File: config.mk
export PLATFORM = sky130hd
export DESIGN_NAME = gnr_attractor_ctrl
export DESIGN_NICKNAME = d
export VERILOG_FILES = /design/src/rtl/gnr_attractor_ctrl.sv
export SDC_FILE = /design/constraint.sdc
export NUM_CORES = 1
export LEC_CHECK = 0
export BUFFER_PORTS_ARGS = -buffer_cell sky130_fd_sc_hd__buf_2
export CAP_MARGIN = 40
export CORE_UTILIZATION = 35
export DETAILED_ROUTE_END_ITERATION = 16
export PLACE_DENSITY = 0.65
export SKIP_CTS_REPAIR_TIMING = 1
export SLEW_MARGIN = 40
export SYNTH_ARGS = -nofsm -noshare
export SYNTH_HDL_FRONTEND = slang
export SYNTH_SLANG_ARGS = --single-unit
File: constraint.sdc
create_clock -name clk -period 2.1 [get_ports clk]
set_input_delay 0.21 -clock clk [delete_from_list [all_inputs] [get_ports clk]]
set_output_delay 0.21 -clock clk [all_outputs]
set_load 0.1 [all_outputs]
File: src/rtl/gnr_attractor_ctrl.sv
// gnr_attractor_ctrl
// Drives one dual-copy boolean network through a Floyd cycle search.
// The hare copy (s1) advances on every step. The tortoise copy (s0) advances
// on every other step, using the node-internal pass bit. Once the two copies
// meet, the tortoise is frozen and the hare walks the cycle once to measure
// the attractor period. The result is offered on a valid/ready port.
module gnr_attractor_ctrl #(
  parameter int NODES     = 8,
  parameter int CNT_W     = 16,
  parameter int MAX_STEPS = 1000
) (
  input  logic             clk,
  input  logic             rst,
  input  logic             start,
  input  logic             abort,
  input  logic [NODES-1:0] init_in,
  input  logic [NODES-1:0] s0_vec,
  input  logic [NODES-1:0] s1_vec,
  output logic             reset_nos,
  output logic [NODES-1:0] init_state,
  output logic             start_s0,
  output logic             start_s1,
  output logic             busy,
  output logic             res_valid,
  input  logic             res_ready,
  output logic             found,
  output logic [CNT_W-1:0] meet_steps,
  output logic [CNT_W-1:0] period
);

  typedef enum logic [2:0] {
    IDLE   = 3'd0,
    INIT   = 3'd1,
    SEARCH = 3'd2,
    PERIOD = 3'd3,
    DONE   = 3'd4
  } state_t;

  localparam logic [CNT_W-1:0] MAX_CNT = CNT_W'(MAX_STEPS);
  localparam logic [CNT_W-1:0] ONE     = CNT_W'(1);
  localparam logic [CNT_W-1:0] TWO     = CNT_W'(2);

  state_t           state;
  state_t           state_nxt;
  logic [CNT_W-1:0] step_cnt;
  logic [CNT_W-1:0] period_cnt;

  // Event flags, already qualified by state and abort
  logic             vec_eq;
  logic             match;
  logic             pmatch;
  logic             search_meet;
  logic             search_tout;
  logic             period_hit;
  logic             period_tout;
  logic             run_accept;

  // The node outputs are registered, so they can be compared directly.
  // At step 0 both copies hold init_state. At step 1 both have taken the
  // same first step. Equality below two steps therefore says nothing.
  always_comb begin
    vec_eq      = (s0_vec == s1_vec);
    match       = vec_eq && (step_cnt >= TWO);
    pmatch      = vec_eq && (period_cnt >= ONE);
    run_accept  = (state == IDLE) && start;
    search_meet = (state == SEARCH) && !abort && match;
    search_tout = (state == SEARCH) && !abort && !match && (step_cnt == MAX_CNT);
    period_hit  = (state == PERIOD) && !abort && pmatch;
    period_tout = (state == PERIOD) && !abort && !pmatch && (period_cnt == MAX_CNT);
  end

  // Next-state and step strobes: a step goes out only when no event or abort
  // ends the phase in the same cycle.
  always_comb begin
    state_nxt = state;
    reset_nos = 1'b0;
    start_s0  = 1'b0;
    start_s1  = 1'b0;
    unique case (state)
      IDLE: begin
        if (start) state_nxt = INIT;
      end
      INIT: begin
        reset_nos = 1'b1;
        state_nxt = abort ? IDLE : SEARCH;
      end
      SEARCH: begin
        if (abort) begin
          state_nxt = IDLE;
        end else if (match) begin
          state_nxt = PERIOD;
        end else if (step_cnt == MAX_CNT) begin
          state_nxt = DONE;
        end else begin
          start_s0 = 1'b1;
          start_s1 = 1'b1;
        end
      end
      PERIOD: begin
        if (abort) begin
          state_nxt = IDLE;
        end else if (pmatch || (period_cnt == MAX_CNT)) begin
          state_nxt = DONE;
        end else begin
          start_s1 = 1'b1;
        end
      end
      DONE: begin
        if (res_ready) state_nxt = IDLE;
      end
      default: state_nxt = IDLE;
    endcase
  end

  // Status outputs follow the state directly
  always_comb begin
    busy      = (state != IDLE);
    res_valid = (state == DONE);
  end

  // State register
  always_ff @(posedge clk) begin
    if (rst) state <= IDLE;
    else     state <= state_nxt;
  end

  // Step and period counters: cleared on run accept, advanced per hare step
  always_ff @(posedge clk) begin
    if (rst) begin
      step_cnt   <= '0;
      period_cnt <= '0;
    end else if (run_accept) begin
      step_cnt   <= '0;
      period_cnt <= '0;
    end else if (start_s1) begin
      if (state == SEARCH) step_cnt   <= step_cnt + ONE;
      else                 period_cnt <= period_cnt + ONE;
    end
  end

  // Latched init vector and result fields; these stay stable through DONE
  always_ff @(posedge clk) begin
    if (rst) begin
      init_state <= '0;
      meet_steps <= '0;
      period     <= '0;
      found      <= 1'b0;
    end else begin
      if (run_accept) init_state <= init_in;
      if (search_meet || search_tout) meet_steps <= step_cnt;
      if (search_tout || period_tout) begin
        found  <= 1'b0;
        period <= '0;
      end else if (period_hit) begin
        found  <= 1'b1;
        period <= period_cnt;
      end
    end
  end

endmodule
# Yosys cells after proc, flatten, opt, wreduce, memory -nomap -nowiden
# Cells that the tools add are included.
# word_totals
reg_bits	76
in_bits	29
out_inout_bits	46
wordCells	64
# classes
addsub	2
magnitude_cmp	2
n_eq_ne	11
muxes	17
n_bitwise	1
n_reduce_logical	24
# ops
operator	n
16-bit by 1-bit adder with 16-bit output, second input constant	2
16-bit by 10-bit equality test with 1-bit output, second input constant	2
3-bit two-way mux	7
16-bit by 1-bit >= comparator with 1-bit output, second input constant	1
16-bit by 2-bit >= comparator with 1-bit output, second input constant	1
3-bit one-hot mux with 5 select lines	1
1-bit logical AND	11
8-bit equality test	1
1-bit two-way mux	7
3-bit by 2-bit equality test with 1-bit output, second input constant	2
4-bit by 3-bit inequality test with 1-bit output, second input constant	1
2-bit AND reduction	2
4-bit AND reduction	1
2-bit OR reduction	2
3-bit by 1-bit equality test with 1-bit output, second input constant	1
3-bit equality test, second input constant	1
1-bit zero test	3
3-bit zero test	1
1-bit logical OR	3
3-bit by 2-bit inequality test with 1-bit output, second input constant	1
3-bit nonzero test	1
2-bit two-way mux	1
2-bit by 1-bit inequality test with 1-bit output, second input constant	1
2-bit inequality test, second input constant	1
other kinds (2)	2

# Depth between registers and ports, before layout
# logic_depth
ltp_word	7
depth_mapped	10
ltp_nobuf	8

# Worst setup path before layout
# OpenSTA, ideal clock, no wires.
# synth_path
kind	register -> output
startpoint	register state[0]
endpoint	output port reset_nos
arrival_ns	2.617
required_ns	1.890
path_slack_ns	-0.727
stages_incl_launch_ff	2
n_path_buf	0
path_cell_list	dfxtp_1 -> nor3b_1
# synth_between
elab_chain_cells	2
# synth_lines
element	line_no	rtl
from (decl)	43	state_t state;
from (signal assigned)	124	else state <= state_nxt;
3-bit by 1-bit equality test with 1-bit output	79	unique case (state)
1-bit two-way mux	79	
to (decl)	19	output logic reset_nos,
# No other way between the ends.

# Worst setup path in the final report
# layout_path
startpoint	register step_cnt[0]
endpoint	output port start_s0
# layout_between
elab_chain_cells	5
elab_cells_between_ends	7
cone_classes	1 x order compare; 1 x eq/ne; 4 x mux; 1 x reduce/logical
# layout_lines
element	line_no	rtl
from (decl)	45	logic [CNT_W-1:0] step_cnt;
from (signal assigned)	136	if (state == SEARCH) step_cnt <= step_cnt + ONE;
16-bit by 2-bit >= comparator with 1-bit output or 16-bit by 10-bit equality test with 1-bit output (tied branches)	63, 92	
1-bit logical AND or 1-bit two-way mux (tied branches)	63, 92	
1-bit two-way mux *	90	end else if (match) begin
1-bit two-way mux *	88	if (abort) begin
1-bit two-way mux *	79	
to (decl)	21	output logic start_s0,
# Every way passes the cells marked *; elsewhere a longest branch is shown, timed or not.

==> impl_metrics.csv <==
group,metric,value,unit
clocking,cts_inserted_buffers,9,
power,peakVddDrop,0.3877,mV
floorplan,coreArea,9729,µm²
hold_path,min_path_type,"input port to register",
timing,fin_skew,0.007360,ns
layout,final_common_cell,"dfxtp_1",
drt,routed_via_density,4.978,
layout,mostFrequentLayoutCells,"dfxtp_1 (73), buf_2 (72), nor2_1 (60)",
drt,wl_per_cell,13.96,µm
global_routing,grt_pass1_wl,13.99,mm
clocking,clk_path_buf_depth,2,
floorplan,fp.dieH,102.0,µm
power,leakage,1.907,nW
timing,relSlewSlack,0.6700,
clocking,cts_sinks,76,
clocking,cts_tree,"done",
drt,vias,3131,
synth,ys_types,48,
place,dp.cells,605,
global_routing,grt_max_degree,28,
synth,syn-cell-area,3503,µm²
layout,stdcell_count,629,
layout,syn2layout_area_growth,34.68,%
timing,holdWs,0.09398,ns
job,drv_cap,0,
timing,layout_setup_ws,-0.03555,ns
timing,drv_slew,0,
global_routing,track_usage,0.1733,
synth,synthFlopType,"dfxtp_1",
timing,tightest_slew,0.4985,ns
floorplan,die_w,102.0,µm
timing,final_hold_viol_count,0,
synth,ys_warn_count,0,
setup_path,cp-start-kind,"register",
synth,avgSynthCellArea,9.244,µm²
setup_path,end_kind,"primary output",
floorplan,dieArea,10410,µm²
clocking,clkLatencyLatePin,0.35,ns
drt,drt_iter0_drc,144,
timing,finalCritPeriodShare,1.017,
synth,syn_nets,414,
run_status,outcome,"complete, but fails checks",
timing,report.final.setup_viol,2,
place,placed_area,4284,µm²
clocking,cts_root_buf,"clkbuf_8",
floorplan,num_rows,36,
layout,final_area,4718,µm²
power,power-per-cell-area,662.5,nW/µm²
drt,firstDrtPassIters,4,
drt,drc,0,
synth,ys_seq_elements,76,
floorplan,initial_core_util,0.3601,
floorplan,pin_count,75,
place,dp_slack,-0.02827,ns
timing,max_freq,0.4683,GHz
drt,wl,8.781,mm
setup_path,path_class,"register to primary output",
setup_path,cp.arrival,1.93,ns
timing,period_minus_slack,2.136,ns
global_routing,grt_pass1_vias,3024,
timing,rsz0062_at_grt,"true",
place,hpwl,6.225,mm
place,place_congestion,0.8592,
setup_path,cp_max_fo,3,
layout,drive_gt1_frac,0.3347,
synth,async_reset_ff_frac,0,
global_routing,overflow,0,
layout,nFillCells,947,
global_routing,antenna_found_initial,0,
synth,synth_edf_count,0,
run_status,violations,"setup timing",
synth,seq_area_frac_synth,0.4343,
layout,diodes,0,
synth,syn-instance-count,379,
timing,finalSetupTns,-0.06810,ns
place,io_buffers,74,
drt,antenna_left,0,
clocking,cts_max_level,3,
clocking,clk_pin_slew,0.07,ns
layout,fin_nets,526,
setup_path,required,1.89,ns
worst paths after layout:
| kind | start | to | slack [ns] | cells after the start |
|---|---|---|---|---|
| hold / removal | res_ready | state[2]$_SDFFE_PP0P_ | 0.09 | 2 |
| hold reg to reg | init_state[2]$_SDFFE_PP0P_ | init_state[2]$_SDFFE_PP0P_ | 0.46 | 2 |
| setup reg to reg | step_cnt[0]$_SDFFE_PP0P_ | step_cnt[2]$_SDFFE_PP0P_ | 0.09 | 10 |
| setup / recovery | step_cnt[0]$_SDFFE_PP0P_ | start_s0 | -0.04 | 8 |
critical path, cell delays in order (launching register included):
cell and delay [ns]:
dfxtp_4 0.37, inv_4 0.04, ha_4 0.15, nor4_4 0.20, nand4_1 0.22, a31oi_4 0.23, nand2_4 0.10, clkinvlp_4 0.09
buf_12 0.16
power breakdown:
part	leakage (nW)	total, W	internal [W]	switching (W)
clock network	0.112	0.00127	0.000736	0.000538
registers	0.615	0.00147	0.00146	0.0000154
logic	1.18	0.000380	0.000101	0.000279
total	1.91	0.00313	0.00229	0.000832
routing by layer:
metal  track usage  vias up  wire length (µm)
met5             0        -                 0
met4       0.07253        0               209
met3       0.04378       19               314
met2        0.3139       66              4682
met1        0.1921     1498              3575
li1              -     1548                 -
cells in the mapped netlist, types with 2 or more instances:
| cell type | instances | share of area |
|---|---|---|
| nand2_1 | 26 | 0.028 |
| inv_1 | 11 | 0.012 |
| nand4_1 | 13 | 0.023 |
| buf_6 | 3 | 0.0096 |
| nand3_1 | 17 | 0.024 |
| dfxtp_1 | 76 | 0.43 |
| and4_1 | 2 | 0.0050 |
| buf_2 | 5 | 0.0071 |
| nor4_1 | 5 | 0.0089 |
| o211ai_1 | 4 | 0.0086 |
| clkbuf_1 | 8 | 0.0086 |
| nor4_4 | 2 | 0.012 |
| or4_1 | 3 | 0.0064 |
| and3_1 | 7 | 0.012 |
| ha_1 | 6 | 0.021 |
| xnor2_1 | 5 | 0.012 |
| xor2_1 | 22 | 0.055 |
| nor4_2 | 2 | 0.0071 |
| or3_1 | 10 | 0.018 |
| nor3_1 | 5 | 0.0071 |
| nor2_1 | 61 | 0.065 |
| mux2i_1 | 34 | 0.097 |
| nand3b_1 | 2 | 0.0043 |
| o21ai_0 | 9 | 0.013 |
| nand2b_1 | 2 | 0.0036 |
| a21oi_1 | 17 | 0.024 |
registers in the layout (all words and copies together), names as in the netlist:
register,cells
meet_steps,16
period_cnt,16
period,16
init_state,8
step_cnt,16
state,3
found,1
cells by family after synthesis:
family,count (synthesis),synth area share
multiplexers,34,0.09714
AND/OR/NAND/NOR,164,0.2446
adder cells (fa/ha/maj),6,0.02143
flip-flops,76,0.4343
buffers and inverters,29,0.04393
AO/OA/AOI/OAI,43,0.09108
XOR/XNOR,27,0.06750
stage by stage:
| step | power, W | util |
|---|---|---|
| 6_report | 0.003126 | 0.4850 |
| 4_1_cts | 0.003158 | 0.4645 |
| 2_1_floorplan | 0.001778 | - |
| 3_3_place_gp | 0.001877 | 0.4403 |
| 3_5_place_dp | 0.001881 | 0.4403 |
| 5_1_grt | 0.003260 | 0.4850 |
cell type report:
class	count	area, µm²	share of cell area
tap	133	166.4	0.03527
inverter	11	47.55	0.01008
clock inverter	5	83.83	0.01777
timing repair buffer	119	797.0	0.1689
sequential	76	1528	0.3238
clock buffer	11	151.4	0.03209
multi-input combinational	274	1944	0.4121
(Power assumes the default switching activity.)
